<file path="config.mk">
export PLATFORM = sky130hd
export DESIGN_NAME = arb_client_flat
export DESIGN_NICKNAME = d
export VERILOG_FILES = /design/src/rtl/arb_client_if.sv /design/src/rtl/arb_client.sv /design/src/flat_wrapper.sv
export SDC_FILE = /design/constraint.sdc
export NUM_CORES = 1
export LEC_CHECK = 0
export ABC_AREA = 1
export CAP_MARGIN = 40
export CELL_PAD_IN_SITES_DETAIL_PLACEMENT = 2
export CELL_PAD_IN_SITES_GLOBAL_PLACEMENT = 2
export CORE_MARGIN = 1.5
export CORE_UTILIZATION = 28
export CTS_BUF_LIST = sky130_fd_sc_hd__clkbuf_8 sky130_fd_sc_hd__clkbuf_16
export DETAILED_ROUTE_END_ITERATION = 6
export PLACE_DENSITY_LB_ADDON = 0.1
export SLEW_MARGIN = 5
export SYNTH_ARGS = -nofsm -noshare
export SYNTH_HDL_FRONTEND = slang
export SYNTH_SLANG_ARGS = --single-unit
</file>
<file path="constraint.sdc">
create_clock -name clock -period 1.38 [get_ports clock]
set_clock_uncertainty 0.1 [all_clocks]
set_input_delay 0.345 -clock clock [delete_from_list [all_inputs] [get_ports clock]]
set_output_delay 0.345 -clock clock [all_outputs]
set_load 0.1 [all_outputs]
</file>
<file path="src/rtl/arb_client_if.sv">
// Command and arbiter-handshake bundle for arb_client.
// The master modport is the client; slave is the local logic plus arbiter side.
interface arb_client_if #(
  parameter int LEN_W = 8
);
  logic             cmd_valid;
  logic [LEN_W-1:0] cmd_len;
  logic             cmd_ready;
  logic             req;
  logic             gnt;
  logic             xfer_en;
  logic             done;
  logic             timeout;
  logic             err;

  modport master (
    input  cmd_valid, cmd_len, gnt,
    output cmd_ready, req, xfer_en, done, timeout, err
  );

  modport slave (
    output cmd_valid, cmd_len, gnt,
    input  cmd_ready, req, xfer_en, done, timeout, err
  );
endinterface

</file>
<file path="src/rtl/arb_client.sv">
// Arbiter client: requests a grant, streams cmd_len beats while the grant is held,
// and reports completion, grant timeout or a grant lost mid-transfer.
module arb_client #(
  parameter int LEN_W   = 8,
  parameter int TIMEOUT = 16
) (
  input logic          clock,
  input logic          reset,
  arb_client_if.master bus
);
  localparam logic [1:0] S_IDLE    = 2'd0;
  localparam logic [1:0] S_REQ     = 2'd1;
  localparam logic [1:0] S_XFER    = 2'd2;
  localparam logic [1:0] S_RELEASE = 2'd3;

  localparam logic [7:0] WAIT_LAST = 8'(TIMEOUT - 1);

  logic [1:0]       state, state_nxt;
  logic [LEN_W-1:0] remaining, remaining_nxt;
  logic [7:0]       wait_cnt, wait_nxt;
  logic             done_q, timeout_q, err_q;
  logic             done_nxt, timeout_nxt, err_nxt;
  logic             accept;
  logic             last_beat;
  logic             wait_expired;

  assign accept       = (state == S_IDLE) && bus.cmd_valid;
  assign last_beat    = (remaining <= LEN_W'(1));
  assign wait_expired = (wait_cnt >= WAIT_LAST);

  always_comb begin
    state_nxt     = state;
    remaining_nxt = remaining;
    wait_nxt      = wait_cnt;
    done_nxt      = 1'b0;
    timeout_nxt   = 1'b0;
    err_nxt       = 1'b0;
    case (state)
      S_IDLE: begin
        if (accept) begin
          if (bus.cmd_len == '0) begin
            done_nxt = 1'b1;
          end else begin
            remaining_nxt = bus.cmd_len;
            wait_nxt      = '0;
            state_nxt     = S_REQ;
          end
        end
      end
      S_REQ: begin
        // A grant in the final wait cycle still wins over the timeout.
        if (bus.gnt) begin
          state_nxt = S_XFER;
        end else if (wait_expired) begin
          state_nxt   = S_RELEASE;
          timeout_nxt = 1'b1;
        end else begin
          wait_nxt = wait_cnt + 8'd1;
        end
      end
      S_XFER: begin
        if (bus.gnt) begin
          remaining_nxt = remaining - LEN_W'(1);
          if (last_beat) begin
            state_nxt = S_RELEASE;
            done_nxt  = 1'b1;
          end
        end else begin
          remaining_nxt = '0;
          state_nxt     = S_RELEASE;
          err_nxt       = 1'b1;
        end
      end
      S_RELEASE: begin
        // Hold off re-requesting until the arbiter's registered grant has drained.
        if (!bus.gnt) begin
          state_nxt = S_IDLE;
        end
      end
      default: begin
        state_nxt = S_IDLE;
      end
    endcase
  end

  always_ff @(posedge clock or posedge reset) begin
    if (reset) begin
      state     <= S_IDLE;
      remaining <= '0;
      wait_cnt  <= '0;
      done_q    <= 1'b0;
      timeout_q <= 1'b0;
      err_q     <= 1'b0;
    end else begin
      state     <= state_nxt;
      remaining <= remaining_nxt;
      wait_cnt  <= wait_nxt;
      done_q    <= done_nxt;
      timeout_q <= timeout_nxt;
      err_q     <= err_nxt;
    end
  end

  assign bus.cmd_ready = (state == S_IDLE);
  assign bus.req       = (state == S_REQ) || (state == S_XFER);
  assign bus.xfer_en   = (state == S_XFER) && bus.gnt;
  assign bus.done      = done_q;
  assign bus.timeout   = timeout_q;
  assign bus.err       = err_q;
endmodule
</file>
<file path="src/flat_wrapper.sv">
// flat-port wrapper written by rule: the top's interface ports become plain ports
module arb_client_flat 
#(
  parameter int LEN_W   = 8,
  parameter int TIMEOUT = 16
)
  (clock, reset, bus_cmd_valid, bus_cmd_len, bus_gnt, bus_cmd_ready, bus_req, bus_xfer_en, bus_done, bus_timeout, bus_err);
  arb_client_if #(.LEN_W(LEN_W)) bus_i ();
  input logic clock;
  input logic reset;
  input wire logic [$bits(bus_i.cmd_valid)-1:0] bus_cmd_valid;
  input wire logic [$bits(bus_i.cmd_len)-1:0] bus_cmd_len;
  input wire logic [$bits(bus_i.gnt)-1:0] bus_gnt;
  output wire logic [$bits(bus_i.cmd_ready)-1:0] bus_cmd_ready;
  output wire logic [$bits(bus_i.req)-1:0] bus_req;
  output wire logic [$bits(bus_i.xfer_en)-1:0] bus_xfer_en;
  output wire logic [$bits(bus_i.done)-1:0] bus_done;
  output wire logic [$bits(bus_i.timeout)-1:0] bus_timeout;
  output wire logic [$bits(bus_i.err)-1:0] bus_err;
  assign bus_i.cmd_valid = bus_cmd_valid;
  assign bus_i.cmd_len = bus_cmd_len;
  assign bus_i.gnt = bus_gnt;
  assign bus_cmd_ready = bus_i.cmd_ready;
  assign bus_req = bus_i.req;
  assign bus_xfer_en = bus_i.xfer_en;
  assign bus_done = bus_i.done;
  assign bus_timeout = bus_i.timeout;
  assign bus_err = bus_i.err;
  arb_client #(.LEN_W(LEN_W), .TIMEOUT(TIMEOUT)) u_core (.clock(clock), .reset(reset), .bus(bus_i));
endmodule
</file>
# After elaboration in Yosys (flattened, before gate mapping)
# Cells that the tools add are included.
[totals]
input_bits = 12
elab_cells = 57
out_inout_bits = 6
regBits = 21
[classes]
n_reduce_logical = 10
n_eq_ne = 10
order_cmp = 2
n_mux = 27
addsub = 2
[op_table]
columns = ["op", "n"]
rows = [
  ["8-bit two-way mux", 7],
  ["8-bit one-hot mux with 2 select lines", 2],
  ["2-bit two-way mux", 7],
  ["5-bit AND reduction", 2],
  ["1-bit two-way mux", 9],
  ["8-bit by 1-bit adder with 8-bit output (second input constant)", 1],
  ["8-bit by 4-bit greater-or-equal comparator with 1-bit output (second input constant)", 1],
  ["8-bit by 1-bit <= comparator with 1-bit output (second input constant)", 1],
  ["8-bit logical NOT", 1],
  ["2-bit != test (second input constant)", 4],
  ["2-bit one-hot mux with 4 select lines", 1],
  ["8-bit by 1-bit subtractor with 8-bit output (second input constant)", 1],
  ["3-bit by 2-bit != test with 1-bit output (second input constant)", 2],
  ["2-bit equality test (second input constant)", 2],
  ["2-bit nonzero test", 2],
  ["3-bit AND reduction", 1],
  ["2-bit by 1-bit equality test with 1-bit output (second input constant)", 1],
  ["1-bit logical AND", 2],
  ["2-bit logical NOT", 1],
  ["2-bit by 1-bit != test with 1-bit output (second input constant)", 1],
  ["1-bit one-hot mux with 2 select lines", 1],
  ["1-bit logical OR", 1],
]

# Longest topological paths before layout
[depth]
depth_word = 4
ltp_mapped = 10

# Worst setup path after synthesis
# Ideal clock, no wire load.
[synth_timing]
path_type = "reg2reg"
startpoint = "register u_core.state[0]"
endpoint = "register u_core.remaining[7]"
setup_ps = 116
slack_ps = -914
path_stages_with_launch = 10
required_ps = 1164
arrival_ps = 2078
cell_sequence = "dfrtp_1 > inv_1 > ha_1 > nand2_1 > nor2_2 > a21oi_4 > nand2_4 > inv_4 > nand2_1 > nand2_1"
[synth_between]
elab_chain_len = 4
[synth_lines]
columns = ["item", "line", "source"]
rows = [
  ["start: declaration", "arb_client.sv:18", "logic [1:0] state, state_nxt;"],
  ["start signal: assignment", "arb_client.sv:95", "state <= state_nxt;"],
  ["2-bit logical NOT *", "--", ""],
  ["via bus_cmd_ready", "flat_wrapper.sv:14", "output wire logic [$bits(bus_i.cmd_ready)-1:0] bus_cmd_ready;"],
  ["1-bit logical AND", "arb_client.sv:27", "assign accept = (state == S_IDLE) && bus.cmd_valid;"],
  ["2-bit by 1-bit != test with 1-bit output (no source line)", "--", ""],
  ["3-bit AND reduction (no source line)", "--", ""],
  ["end signal: assignment", "arb_client.sv:96", "remaining <= remaining_nxt;"],
  ["end: declaration", "arb_client.sv:19", "logic [LEN_W-1:0] remaining, remaining_nxt;"],
]
# Mark *: on every way through the listed nets, which the timed path passes. The rest lies on a longest branch.
# A chain may end at the register's enable or synchronous reset.

# Worst setup path in the final report
[layout_timing]
startpoint = "register u_core.state[0]"
endpoint = "register u_core.remaining[4]"
[layout_between]
elab_chain_len = 4
[layout_lines]
columns = ["item", "line"]
rows = [
  ["2-bit logical NOT", "arb_client.sv:27, arb_client.sv:38"],
  ["1-bit logical AND", "arb_client.sv:27"],
  ["2-bit by 1-bit != test with 1-bit output (no source line)", "--"],
  ["3-bit AND reduction (no source line)", "--"],
]
# Several ways; a longest one is shown, not always the timed one.

==> results.yml <==
run_status:
  status: "finished with violations"
  violations: "setup timing"
cells_and_area:
  multi_input_area_um2: 936
  layout_commonest_cell: "nand2_1"
  layout-drive-gt1-share: 0.437
  antenna_cells: 0
  layout_common_cells: "nand2_1, buf_4, inv_1, dfrtp_1, nand2_2"
  regArea_um2: 527
  fillers: 542
  syn2layout_area_growth_pct: 70.9
  final_nets: 284
  final_util: 0.499
  final_cells: 330
logic_synthesis:
  ys_seq_area_frac: 0.379
  ys_types: 26
  ys_warn_count: 0
  synth_top_area_cell: "dfrtp_1"
  syn_area_um2: 1390
  synth.avg_cell_area_um2: 7.15
  syn_nets: 214
  synth.area.top_cells: "dfrtp_1, nand2_1, ha_1"
  yosys_register_bits: 21
  syn-instance-count: 194
  yosysTopAreaCellShare: 0.379
detailed_routing:
  route.vias.total: 1586
  antenna_left: 0
  firstDrtPassIters: 4
  drt-vias-per-instance: 4.81
  routed_wl_mm: 6.91
  drc: 0
  wire_per_inst_um: 20.9
  dr.first_iter.drc_count: 46
worst_setup_path:
  worstPathRequired_ns: 1.44
  critPathArrivalTime_ns: 1.88
  crit_chain: "inv_2 > ha_4 > buf_4 > inv_2 > nor2_2 > a21oi_4 > nand2_4 > inv_8 > nand2_1 > nand2_1"
  critPathLaunchType: "flip-flop"
  end_kind: "flip-flop"
  path_class: "reg2reg"
  cp_max_fo: 8
  cpMaxStageDelayCell: "dfrtp_1"
  cpPeakStageDelay_ns: 0.40
sta:
  hold_viol: 0
  max_slew_margin: 0.796
  fin_setup_tns_ns: -7.61
  rsz0062_at_grt: "yes"
  worstMarginPinSlew_ns: 0.305
  hold_ws_ns: 0.337
  period_needed_ns: 1.81
  final_max_slew_viol_count: 0
  period_share: 1.31
  setup_viol: 22
  fmax_ghz: 0.552
  fin_ws_ns: -0.432
placement:
  gp_routability_congestion: 0.796
  dp_hpwl_mm: 4.12
  post-place-ws_ns: -0.491
  port_buffers: 17
  dp.cells: 312
pwr:
  peakVddDrop_mv: 0.930
  powerDensity_nw_per_um2: 2450
  p_leak_nw: 1.23
clock_network:
  cts.clk_slew.worst_paths_ns: 0.10
  cts_made_buffers: 3
  clk_latency_ns: 0.28
  hold_buffers: 0
  clock_sinks: 21
  root_buffer: "clkbuf_8"
  clock_path_buffers: 2
  htree_levels: 1
  tritoncts: "done"
floorplanning:
  row_count: 25
  dieArea_um2: 5390
  start_util: 0.292
  die_y_um: 73.4
  core-area_um2: 4750
  ios: 18
  die_x_um: 73.4
global_route:
  grt_first_pass_wirelength_mm: 8.73
  grt_overflow_total: 0
  grt_max_degree: 22
  grt_util_all_layers: 0.221
  antenna_found_initial: 0
  grt_pass1_vias: 1793
min_path:
  worstHoldPathType: "in2async"
flow_run:
  cap_violations: 0
==> critical path, delay by kind of cell (launching register included) <==
| kind | cells | cell delay (ns) |
|---|---|---|
| simple gates | 4 | 0.53 |
| flops | 1 | 0.40 |
| buf+inv | 4 | 0.37 |
| fa+ha+maj | 1 | 0.19 |
| compound gates | 1 | 0.10 |
==> final timing paths <==
| kind | from | end | slack, ns | cells past startpoint |
|---|---|---|---|---|
| worst max-delay path | u_core.state[0] | u_core.remaining[4] | -0.43 | 10 |
| worst min-delay path | reset | u_core.wait_cnt[3] | 0.34 | 3 |
| worst max register to register | u_core.state[0] | u_core.remaining[4] | -0.43 | 10 |
| worst min register to register | u_core.wait_cnt[7] | u_core.wait_cnt[7] | 0.45 | 2 |
| max in group asynchronous | reset | u_core.state[1] | 0.68 | 3 |
| min in group clock | bus_cmd_len[3] | u_core.remaining[3] | 0.34 | 5 |
==> what timing repair did <==
action / in CTS / in global routing
setup endpoints to repair: 23 / 22
resized for setup: 16 / 47
pin swaps: 4 / 13
buffers inserted: 6 / 8
==> logic make-up (layout without fill, tap and decap cells) <==
logic type / after synthesis / count (layout) / share of synthesized area
AOI/OAI and AO/OA: 12 / 12 / 0.0577
xor gates and xnor gates: 1 / 1 / 0.00631
adders and majority gates: 8 / 8 / 0.0721
buffers and inverters: 30 / 99 / 0.0839
DFF: 21 / 21 / 0.379
and+or+nand+nor: 122 / 122 / 0.401
==> stage by stage <==
stage                     area [µm²]  total power [mW]
final                           2370              5.81
after global placement          2010              4.03
after detailed placement        2010              4.24
after floorplan                 1430              2.88
after CTS                       2150              5.02
after global routing            2370              6.12
==> layer usage <==
layer / GRT usage / share of wire / up-vias
met5: 0 / 0 / -
met4: 0.0885 / 0.044 / 0
met3: 0.0206 / 0.022 / 19
met2: 0.457 / 0.58 / 31
met1: 0.219 / 0.36 / 794
li1: - / - / 742
==> synth_stat cells, drive strengths merged <==
master	number
nand2	75
inv	28
dfrtp	21
nor2	20
nand3	15
ha	8
o21ai	8
nand4	6
nor3	4
a21oi	2
clkinv	2
o21bai	2
nand3b	1
nor3b	1
xnor2	1
==> final cells by class <==
type                            count  area share
Tap cell                           67      0.0354
Sequential cell                    21       0.222
Clock inverter                      1     0.00317
Inverter                           30      0.0586
Clock buffer                        3      0.0174
Multi-Input combinational cell    143       0.395
Timing Repair Buffer               65       0.269
==> report_power, final <==
group | total [mW] | internal [mW] | switching (mW)
sequential | 0.966 | 0.790 | 0.176
combinational | 4.39 | 1.77 | 2.62
clock | 0.453 | 0.206 | 0.247
total | 5.81 | 2.77 | 3.05
==> flip-flops by register name, summed over array words and instances, names as in the netlist <==
name and cells:
u_core.state 2, u_core.wait_cnt 8, u_core.bus.err 1, u_core.remaining 8, u_core.bus.done 1, u_core.bus.timeout 1
Note: power is estimated with default switching activity, not from simulation.
